===== src/rtl/audio_out_fifo.sv =====
// Show-ahead stereo sample FIFO between the filter output strobe and the codec write port.
// Latency: a pair pushed on edge N is presented and write-eligible in cycle N+1.
// Backpressure: none upstream; pushes while full are discarded and counted, write_ready stalls the head.
module audio_out_fifo #(
  parameter int DEPTH = 8,
  parameter int W     = 24
) (
  input  logic                     clk,
  input  logic                     rst,
  input  logic                     en,
  input  logic [W-1:0]             in_left,
  input  logic [W-1:0]             in_right,
  input  logic                     write_ready,
  output logic                     write,
  output logic [W-1:0]             writedata_left,
  output logic [W-1:0]             writedata_right,
  output logic                     empty,
  output logic                     full,
  output logic [$clog2(DEPTH):0]   count,
  output logic [15:0]              drop_cnt
);

  localparam int AW = $clog2(DEPTH);
  localparam logic [AW:0]   CNT_FULL = (AW+1)'(DEPTH);
  localparam logic [AW:0]   CNT_ONE  = (AW+1)'(1);
  localparam logic [AW-1:0] PTR_ONE  = AW'(1);
  localparam logic [15:0]   DROP_MAX = 16'hFFFF;

  logic [AW-1:0]  wp_q, wp_d;
  logic [AW-1:0]  rp_q, rp_d;
  logic [AW:0]    count_q, count_d;
  logic [15:0]    drop_q, drop_d;
  logic [2*W-1:0] mem_q [DEPTH];
  logic [2*W-1:0] mem_d [DEPTH];

  logic push;
  logic drop;
  logic pop;

  // Status flags come straight off the registered count; full gates push on
  // the pre-pop value, so a push into a full FIFO is dropped even if a pop
  // frees a slot on the same edge.
  always_comb begin
    empty           = (count_q == '0);
    full            = (count_q == CNT_FULL);
    count           = count_q;
    drop_cnt        = drop_q;
    push            = en & ~full;
    drop            = en & full;
    // Reset suppresses the handshake so nothing leaves while state is cleared.
    pop             = write_ready & ~empty & ~rst;
    write           = pop;
    writedata_left  = mem_q[rp_q][2*W-1:W];
    writedata_right = mem_q[rp_q][W-1:0];
  end

  // Next-state for pointers, occupancy and the saturating drop counter.
  always_comb begin
    wp_d    = wp_q;
    rp_d    = rp_q;
    count_d = count_q;
    drop_d  = drop_q;
    if (push) wp_d = wp_q + PTR_ONE;
    if (pop)  rp_d = rp_q + PTR_ONE;
    if (push && !pop)      count_d = count_q + CNT_ONE;
    else if (pop && !push) count_d = count_q - CNT_ONE;
    if (drop && drop_q != DROP_MAX) drop_d = drop_q + 16'd1;
  end

  // Storage write: the incoming pair lands at the write pointer.
  always_comb begin
    mem_d = mem_q;
    if (push) mem_d[wp_q] = {in_left, in_right};
  end

  // Control state with synchronous reset taking priority over push/pop.
  always_ff @(posedge clk) begin
    if (rst) begin
      wp_q    <= '0;
      rp_q    <= '0;
      count_q <= '0;
      drop_q  <= '0;
    end else begin
      wp_q    <= wp_d;
      rp_q    <= rp_d;
      count_q <= count_d;
      drop_q  <= drop_d;
    end
  end

  // Sample storage is not reset; entries are only read once counted valid.
  always_ff @(posedge clk) begin
    mem_q <= mem_d;
  end

endmodule


===== config.mk =====
export PLATFORM = sky130hd
export DESIGN_NAME = audio_out_fifo
export DESIGN_NICKNAME = d
export VERILOG_FILES = /design/src/rtl/audio_out_fifo.sv
export SDC_FILE = /design/constraint.sdc
export NUM_CORES = 1
export LEC_CHECK = 0
export BUFFER_PORTS_ARGS = -buffer_cell sky130_fd_sc_hd__buf_4
export CORE_MARGIN = 1.5
export CORE_UTILIZATION = 55
export DETAILED_ROUTE_END_ITERATION = 10
export PLACE_DENSITY = 0.74
export SKIP_LAST_GASP = 1
export SLEW_MARGIN = 40
export SYNTH_ARGS = -nofsm -noshare
export SYNTH_HDL_FRONTEND = slang
export SYNTH_SLANG_ARGS = --single-unit

===== constraint.sdc =====
create_clock -name clk -period 18.3 [get_ports clk]
set_input_delay 0.915 -clock clk [delete_from_list [all_inputs] [get_ports clk]]
set_output_delay 0.915 -clock clk [all_outputs]
set_load 0.005 [all_outputs]

==> summary.log <==
qor: sta.relSlewSlack 45.6%
qor: drt.avgRoutedWirePerCell 23.5 µm
qor: critical_path.timing.critical_path.mode_cell buf_4
qor: drt.vias_per_cell 5.92
qor: grt.grt_first_pass_wirelength 46.6 mm
qor: clocking.numCtsBuffers 42
qor: yosys.synth.avg_cell_area 21.8 µm²
qor: yosys.ys.flop_type edfxtp_1
qor: die.core_region_area 0.0281 mm²
qor: run_status.run_status finished clean
qor: finish.final.fill_count 1830
qor: grt.grtUsageTotal 20.5%
qor: grt.gr-total-overflow 0
qor: drt.routed_wl 30.3 mm
qor: yosys.synth_top_area_share 72.8%
qor: clocking.ctsResizeCount 0
qor: finish.layout-drive-gt1-share 41.1%
qor: die.die_w 173 µm
qor: clocking.clock_latency 530 ps
qor: placement.gp_routability_congestion 0.772
qor: finish.layout-area-overhead-vs-synth 18.4%
qor: critical_path.slowest_delay 680 ps
qor: die.floorplan.io_pins 123
qor: drt.vias 7626
qor: sta.holdWs 528 ps
qor: finish.final_cell_count_no_fill 1289
qor: yosys.postSynthCellCount 725
qor: critical_path.path_delay_family multiplexers
qor: critical_path.wp_data_arrival 2990 ps
qor: drt.detailedRoute.firstPassIterationCount 5
qor: clocking.clock_tree.buffer_depth 3
qor: yosys.synth_top_cells_by_area edfxtp_1 (73%), mux4_2 (14%), mux2_2 (3.9%)
qor: critical_path.worstPathBufferInverterCount 2
qor: die.die_h 173 µm
qor: placement.buffer_ports.inserted 122
qor: flow_run.max_cap_viol_count 0
qor: sta.final_max_slew_viol_count 0
qor: sta.final.min_clock_period 3910 ps
qor: critical_path.timing_worst_setup_path_type flop to primary output
qor: critical_path.worstSetupEndpointType primary output
qor: clocking.cts_hold_repair.buffers 0
qor: yosys.yosys_register_bits 410
qor: sta.clock.fmax 256 MHz
qor: sta.timing.final.hold_violations 0
qor: power_and_ir_drop.static-leakage-power 0.00615 µW
qor: clocking.cts_tree built
qor: sta.final.setup.tns 0 ps
qor: yosys.synth_warnings 0
qor: yosys.post-synth-top-area-cell edfxtp_1
qor: critical_path.critical_path_slowest_stage_cell dfxtp_4
qor: yosys.synth_edf_count 384
qor: finish.nets 937
qor: sta.fin_worst_skew 19.4 ps
qor: critical_path.crit_path_max_fanout 38
qor: yosys.synth_async_sr_flop_share 0%
qor: critical_path.timing.critical_path.cells buf_4 > mux4_2 > mux2_2 > buf_4
qor: die.initial_utilization 56.4%
qor: clocking.clock_sinks 410
qor: grt.grt_antenna_before_repair 1
qor: clocking.post_cts_buffers 0
qor: sta.layout_worst_path_cycle_share 21.3%
qor: clocking.clock_tree.root_cell clkbuf_16
qor: yosys.synth.yosys.seq_area_share 76.1%
qor: clocking.clkSlewWorstSetupHoldPaths 60 ps
qor: drt.detailedRoute.firstIterationViolations 650
qor: yosys.synth_fp_nets 784
qor: die.design.die.area 0.0298 mm²
qor: die.number_of_placement_rows 61
qor: grt.grt_pass1_vias 7968
qor: sta.report.final.setup_viol 0
qor: power_and_ir_drop.ir_drop 104 µV
qor: power_and_ir_drop.power_density 132 mW/mm²
qor: sta.rsz0062_at_grt false
qor: placement.detailedPlacementHpwl 17.6 mm
qor: critical_path.worstSetupStartpointType flop
qor: critical_path.timing.critical_path.required 17390 ps
qor: sta.worstMarginPinSlew 813 ps
qor: yosys.netlist-cell-type-count 43
qor: grt.grt_max_degree 70
qor: yosys.post_synth_instance_area 0.0158 mm²
qor: critical_path.r2r_slack 15080 ps
qor: clocking.h-tree-depth 2
qor: drt.final_antenna_net_count 0
qor: placement.cell_count_after_placement 1209
qor: drt.detail_route.drc_violations 0
qor: min_path.min-delay-path-class flop to flop
cells by family (layout without fill, tap and decap cells):
| logic type | after synthesis | count (layout) | share of synthesized area, % |
|---|---|---|---|
| multiplexers | 156 | 156 | 17.9 |
| adder cells (fa/ha/maj) | 7 | 7 | 0.601 |
| buffers and inverters | 41 | 226 | 1.10 |
| other | 0 | 1 | 0 |
| flip-flops | 410 | 410 | 76.1 |
| AO/OA/AOI/OAI | 26 | 26 | 1.11 |
| XOR/XNOR | 6 | 6 | 0.332 |
| AND/OR/NAND/NOR | 79 | 79 | 2.84 |
Yosys cell counts (6+ instances only):
master and count:
mux2_2 55, ha_1 6, nand2_1 12, edfxtp_1 384, mux4_2 96, a21oi_1 10
clkbuf_1 22, inv_1 7, nor2_1 24, buf_2 6, nor2b_1 7, dfxtp_1 26
layout make-up:
class	count	area (µm²)	share of cell area, %
Antenna cell	1	2.50	0.0134
Tap cell	378	473	2.52
Clock inverter	26	220	1.18
Timing Repair Buffer	142	1130	6.03
Multi-Input combinational cell	274	3670	19.6
Inverter	8	35.0	0.187
Clock buffer	50	1140	6.11
Sequential cell	410	12100	64.4
cell usage in the layout, fill, tap and decap left out, types with 6 or more instances in the layout:
cell type,n
clkinv_1,11
dfxtp_1,23
nor2_1,21
a21oi_1,10
nor2b_1,7
mux2_2,55
mux4_2,96
ha_1,6
nand2_1,12
clkinv_2,10
inv_1,7
buf_4,137
clkbuf_16,45
edfxtp_1,384
final timing paths:
check / start / to / cells after the start
worst max-delay path: rp_q[0] / writedata_left[15] / 4
worst min register to register: drop_cnt[11] / drop_cnt[11] / 2
worst max register to register: count[0] / count[3] / 10
worst min-delay path: drop_cnt[11] / drop_cnt[11] / 2
worst register-to-register path, stage by stage, from the launching register on:
cell and delay, ps:
dfxtp_1 410, or4b_4 620, nand2_1 290, inv_1 180, ha_1 230, inv_1 140
ha_1 250, a21o_2 210, a21oi_1 210, mux2i_1 220, mux2_2 350
power by group:
part / switching [µW] / internal (µW)
sequential: 44.3 / 1090
combinational: 221 / 290
clock: 333 / 501
total: 598 / 1880
metal layers:
metal  vias up  wire, µm  track usage, %  part of all wire, %
met4         0       676            5.69                  2.2
met5         -         0               0                    0
li1       3340         -               -                    -
met1      3966     12600            27.5                   41
met2       267     15300            34.7                   51
met3        53      1750            4.02                  5.8
sequential cells by signal (all words and copies together), names as in the netlist:
register and flops:
mem_q 384, count 4, wp_q 3, drop_cnt 16, rp_q 3
per-stage QoR:
| step | power [µW] | util, % | cell area, µm² | setup WS [ps] |
|---|---|---|---|---|
| final | 2480 | 66.7 | 18700 | 14400 |
| after global routing | 2580 | 66.7 | 18700 | 14170 |
| after floorplan | 1470 | - | 15800 | 12000 |
| after CTS | 2510 | 66.4 | 18700 | 14290 |
| after detailed placement | 1670 | 61.6 | 17300 | 14850 |
| after global placement | 1650 | 61.5 | 17300 | 14890 |
Power figures use the tool's default switching activity.
